File: src/rtl/matrix_inv_sequencer.sv
// matrix_inv_sequencer
//   Control stage in front of the 5x5 matrixInversion block. A single start
//   pulse raises the global enable `cnt`, waits SETTLE_CYCLES clocks, then
//   raises the sticky step enables cnt_step[0..NUM_STEPS-1] one after another,
//   spaced STEP_CYCLES clocks apart. Each cnt_step[k] is wired to matrixInversion
//   port cnt<k>.
//
// Ports
//   clk       system clock, all logic on the rising edge
//   rst       synchronous active-high reset
//   start     one-cycle request to begin a run (ignored while a run is active)
//   abort     synchronous abort, returns to IDLE with all outputs cleared
//   hold      freezes step progression while high (SETTLE/STEP only)
//   cnt       inverter global enable
//   cnt_step  thermometer of step enables, bit k -> matrixInversion cnt<k>
//   step_idx  number of cnt_step bits currently set
//   busy      high from the rise of cnt until done rises
//   done      high once the last step enable is set, held until rerun/abort
//
// Handshake: start/abort/hold are level-sampled on every rising edge; there is
// no ready/ack. A start that arrives while SETTLE or STEP is active is dropped.
//
// Edge priority: rst > abort > hold > normal progression.

module matrix_inv_sequencer #(
  parameter int SETTLE_CYCLES = 10,
  parameter int STEP_CYCLES   = 1,
  parameter int NUM_STEPS     = 41
) (
  input  logic                 clk,
  input  logic                 rst,
  input  logic                 start,
  input  logic                 abort,
  input  logic                 hold,
  output logic                 cnt,
  output logic [NUM_STEPS-1:0] cnt_step,
  output logic [5:0]           step_idx,
  output logic                 busy,
  output logic                 done
);

  // One counter serves both the settle and the per-step interval, so it is
  // sized for the longer of the two.
  localparam int MAX_CYCLES = (SETTLE_CYCLES > STEP_CYCLES) ? SETTLE_CYCLES : STEP_CYCLES;
  localparam int CW         = $clog2(MAX_CYCLES + 1);

  localparam logic [CW-1:0] SETTLE_LAST = CW'(SETTLE_CYCLES - 1);
  localparam logic [CW-1:0] STEP_LAST   = CW'(STEP_CYCLES - 1);
  localparam logic [5:0]    LAST_IDX    = 6'(NUM_STEPS - 1);

  typedef enum logic [2:0] {
    IDLE   = 3'd0,
    REARM  = 3'd1,
    SETTLE = 3'd2,
    STEP   = 3'd3,
    DONE   = 3'd4
  } state_t;

  // Kept as a named register so checkers can bind to the FSM state directly.
  state_t        state;
  logic [CW-1:0] count;

  always_ff @(posedge clk) begin
    if (rst || abort) begin
      // abort in IDLE is harmless: everything is already clear there.
      state    <= IDLE;
      count    <= '0;
      cnt      <= 1'b0;
      cnt_step <= '0;
      step_idx <= '0;
      busy     <= 1'b0;
      done     <= 1'b0;
    end else begin
      case (state)
        IDLE: begin
          if (start) begin
            state <= SETTLE;
            count <= '0;
            cnt   <= 1'b1;
            busy  <= 1'b1;
          end
        end

        // One guaranteed low-enable cycle between consecutive runs.
        REARM: begin
          state <= SETTLE;
          count <= '0;
          cnt   <= 1'b1;
          busy  <= 1'b1;
        end

        SETTLE: begin
          if (!hold) begin
            if (count == SETTLE_LAST) begin
              state    <= STEP;
              count    <= '0;
              cnt_step <= {cnt_step[NUM_STEPS-2:0], 1'b1};
              step_idx <= 6'd1;
            end else begin
              count <= count + CW'(1);
            end
          end
        end

        STEP: begin
          if (!hold) begin
            if (count == STEP_LAST) begin
              count    <= '0;
              // Shifting a 1 in from the bottom sets bit step_idx and keeps
              // the thermometer shape by construction.
              cnt_step <= {cnt_step[NUM_STEPS-2:0], 1'b1};
              step_idx <= step_idx + 6'd1;
              if (step_idx == LAST_IDX) begin
                state <= DONE;
                done  <= 1'b1;
                busy  <= 1'b0;
              end
            end else begin
              count <= count + CW'(1);
            end
          end
        end

        DONE: begin
          if (start) begin
            state    <= REARM;
            count    <= '0;
            cnt      <= 1'b0;
            cnt_step <= '0;
            step_idx <= '0;
            done     <= 1'b0;
          end
        end

        default: begin
          state    <= IDLE;
          count    <= '0;
          cnt      <= 1'b0;
          cnt_step <= '0;
          step_idx <= '0;
          busy     <= 1'b0;
          done     <= 1'b0;
        end
      endcase
    end
  end

endmodule
File: config.mk
export PLATFORM = sky130hd
export DESIGN_NAME = matrix_inv_sequencer
export DESIGN_NICKNAME = d
export VERILOG_FILES = /design/src/rtl/matrix_inv_sequencer.sv
export SDC_FILE = /design/constraint.sdc
export NUM_CORES = 1
export LEC_CHECK = 0
export BUFFER_PORTS_ARGS = -buffer_cell sky130_fd_sc_hd__buf_2
export CORE_UTILIZATION = 45
export DETAILED_ROUTE_END_ITERATION = 10
export PLACE_DENSITY = 0.68
export SLEW_MARGIN = 0
export SYNTH_ARGS = -nofsm -noshare
export SYNTH_HDL_FRONTEND = slang
export SYNTH_SLANG_ARGS = --single-unit
File: constraint.sdc
create_clock -name clk -period 4.34 [get_ports clk]
set_clock_uncertainty 0.15 [all_clocks]
set_input_delay 0.868 -clock clk [delete_from_list [all_inputs] [get_ports clk]]
set_output_delay 0.868 -clock clk [all_outputs]
set_load 0.02 [all_outputs]
Word-level counts from Yosys, hierarchy flattened
Cells that the tools add are included.
Widths: inputs -> output; s select.

operators by class
  add/subtract/negate cells = 2
  eq/ne operators = 14
  muxes and demuxes = 37
  bitwise logic cells = 4
  reductions and logical operators = 14

operator list
  kind                 number
  $mux 41              5
  $pmux 41 s4          1
  $mux 6               5
  $pmux 6 s4           1
  $mux 3               7
  $mux 4               5
  $pmux 3 s5           1
  $ne 2x2->1 const B   7
  $pmux 4 s3           1
  $reduce_and 5->1     2
  $mux 1               8
  $pmux 1 s4           2
  $reduce_or 2->1      4
  $reduce_and 7->1     1
  $add 6x1->6 const B  1
  $eq 3x2->1 const B   2
  $eq 6x6->1 const B   1
  $reduce_and 3->1     2
  $reduce_and 6->1     1
  $add 4x1->4 const B  1
  $eq 4x4->1 const B   1
  $logic_not 4->1      1
  $not 1->1            4
  $eq 3x1->1 const B   1
  6 further kinds      6

storage, ports and cells
  register bits after elaboration = 57
  input port bits = 5
  output and inout port bits = 50
  logic and storage cells = 78

Depth between registers and ports, before layout
  depth after elaboration = 5
  gate-level depth with buffers = 8
  gate-level depth less buffers = 6

Least setup slack after synthesis
OpenSTA, ideal clock, no wires.

  kind = input port to flip-flop
  start point = input port hold
  end point = register step_idx[3]
  setup time = 0.070 ns
  arrival time = 1.978 ns
  data required time = 4.120 ns
  setup slack = 2.142 ns
  stages on the path = 5
  path through = nand3b_1 -> o311ai_2 -> buf_4 -> or4_1 -> a21oi_1

on the way
  cells in the longest elaborated chain, start to end = 2
  elaborated cells on any way between the ends = 3
  classes of those cells = eq/ne (2); reduce/logical (1)

ends and longest elaborated chain
  what                          line  source
  from (decl)                   34    input logic hold,
  $ne 2x2->1 (no line)          --
  $reduce_and 6->1 (no line) *  --
  to (signal assigned)          112   step_idx <= step_idx + 6'd1;
  to (decl)                     37    output logic [5:0] step_idx,

Mark *: on every way between the ends. The rest lies on a longest branch, timed or not.
A chain may end at the register's enable or synchronous reset.

Worst setup path in the final report
  start point = register state[1]
  end point = register state[2]

on the way
  cells in the longest elaborated chain, start to end = 3
  elaborated cells on any way between the ends = 14
  classes of those cells = eq/ne (11); mux (1); reduce/logical (2)

ends and longest elaborated chain
  what                                line  source
  from (decl)                         60    state_t state;
  from (signal assigned)              66    state <= IDLE;
  from (signal assigned)              77    state <= SETTLE;
  from (signal assigned)              86    state <= SETTLE;
  $eq 3x2->1 (tied with other cells)  74    case (state)
  $ne 2x2->1 (no line)                --
  $reduce_and 7->1 (no line)          --

Several ways; a longest one is shown, not always the timed one.

==> flow_summary.ini <==
[timing]
slew_violations = 0
slew_headroom = 0.281
rsz0062_at_grt = false
clock.fmax_mhz = 367
worst_pin_slew_ps = 1080
finalSetupTns_ps = 0
layout_setup_ws_ps = 1610
min_period_over_period = 0.628
setup_viol = 0
hold_viol_final = 0
post-route-min-period_ps = 2730

[place]
post-place-ws_ps = 1540
gp_congestion = 0.789
dp_hpwl_um = 3600
port_buffers = 54

[synth]
synth_seq_cells = 57
synth_top_area_share = 0.458
ys.warnings.count = 0
synth_area_leaders = dfxtp_1 46%, a21oi_1 10%, o21ai_0 9.4%
synth.distinct_cells = 43
yosysTopAreaCell = dfxtp_1
async_flop_share = 0
syn_area_per_cell_um2 = 8.34
synthCells = 299
syn-num-nets = 309
ys_seq_area_frac = 0.458
synth_area_um2 = 2490
synth_edf_count = 0
synth_flop_cell = dfxtp_1

[power_and_ir_drop]
vdd_ir_drop_max_mv = 0.236
static-leakage-power_nw = 1.13
p_per_area_nw_per_um2 = 372

[detailed_routing]
wl_um = 5910
post-route-drc-count = 0
drt_iter0_drc = 245
vias_per_cell = 5.67
wl_per_cell_um = 14.3
drt_pass1_iterations = 4
ant_nets = 0
dr_total_vias = 2340

[clock_network]
cts_root_buffer = clkbuf_8
cts_tree = built
clockBufferDepth = 2
clock_latency_ps = 330
htree_levels = 3
ctsHoldBuffers = 0
post-cts-setup-buffers = 0
numClockSinks = 57
cts_inserted_buffers = 9
path_clk_slew_ps = 60
cts_resized = 0

[grt]
grt_pass1_wl_um = 9880
overflow = 0
grt_use_total = 0.211
grt_start_max_net_pins = 49
first_global_vias = 2041
antenna_found_initial = 0

[setup_path]
arrival_ps = 2800
cp-end-kind = flop
crit_fanout = 32
rrSetupSlack_ps = 1610
start_kind = flop
critical_path_class = flop to flop
crit_required_ps = 4410

[die]
die-width_um = 76.4
start_util = 0.479
rows = 26
ios = 55
die-area_um2 = 5840
die-height_um = 76.4
core_um2 = 5200

[finish]
final_common_cell = dfxtp_1
antennaDiodeCount = 0
nets = 348
layout-drive-gt1-share = 0.227
final_util = 0.567
fill_cells = 490
area_growth_pct = 18.4
final_cell_mix = 57 x dfxtp_1, 54 x buf_2, 52 x a21oi_1

[worst_hold_path]
hold_class = flop to flop

[status]
status = completed

[job]
maxCapViolations = 0
[metal layers]
metal | share of wire | vias up | track usage
li1 | - | 1162 | -
met1 | 0.47 | 1086 | 0.284
met2 | 0.45 | 84 | 0.314
met3 | 0.057 | 8 | 0.0455
met4 | 0.016 | 0 | 0.110
met5 | 0 | - | 0
[through the flow]
| stage | cells | area [um2] | hold slack [ps] | total power, mW |
|---|---|---|---|---|
| 3_3_place_gp | 397 | 2760 | 314 | 0.625 |
| 6_report | 413 | 2950 | 325 | 1.10 |
| 2_1_floorplan | 299 | 2490 | 358 | 0.609 |
| 4_1_cts | 413 | 2950 | 325 | 1.11 |
| 3_5_place_dp | 397 | 2760 | 317 | 0.625 |
| 5_1_grt | 413 | 2950 | 343 | 1.14 |
[logic make-up after synthesis]
kind of cell,synth area share
buffers and inverters,0.0658
adders and majority gates,0.0251
xor gates and xnor gates,0.0105
AOI/OAI and AO/OA,0.264
DFF,0.458
and+or+nand+nor,0.177
[state kept, by name (all words and copies together), names as in the netlist]
name / cells
busy: 1
cnt: 1
cnt_step: 41
count: 4
done: 1
state: 3
step_idx: 6
[Yosys cell counts, types with 2 or more instances]
cell type	number
a21oi_1	52
and3b_1	2
buf_1	4
buf_2	8
buf_4	3
clkbuf_1	11
clkbuf_2	3
dfxtp_1	57
ha_1	5
inv_1	8
nand2_1	4
nand3_1	44
nand3b_1	3
nor2_1	7
nor3_1	2
o21ai_0	47
o221a_2	2
o31ai_1	5
or3_1	3
or3b_2	2
or4_1	4
xor2_1	2
[final cells by class]
type	count	area, um2	area share
multi-input combinational	205	1210	0.410
sequential	57	1140	0.387
timing repair buffer	57	293	0.0992
clock buffer	13	149	0.0504
tap	70	87.6	0.0297
clock inverter	3	40.0	0.0136
inverter	8	30.0	0.0102
[power by group]
| group | internal (mW) | leakage (nW) | switching [mW] |
|---|---|---|---|
| clock network | 0.280 | 0.0974 | 0.205 |
| registers | 0.526 | 0.460 | 0.00542 |
| logic | 0.0189 | 0.572 | 0.0639 |
[critical path, cell delays in order, from the launching register on]
cell and delay (ps):
dfxtp_1 620, nand2b_1 280, o311ai_4 800, buf_4 410, nor4b_1 100, o221a_2 250
[path summary, 6_finish.rpt]
check                             startpoint      endpoint  depth (start not counted)
worst max-delay path                state[1]      state[2]                          5
worst min-delay path            cnt_step[29]  cnt_step[30]                          2
worst max register to register      state[1]      state[2]                          5
worst min register to register  cnt_step[29]  cnt_step[30]                          2
No activity file was read; power rests on OpenSTA's default activity.
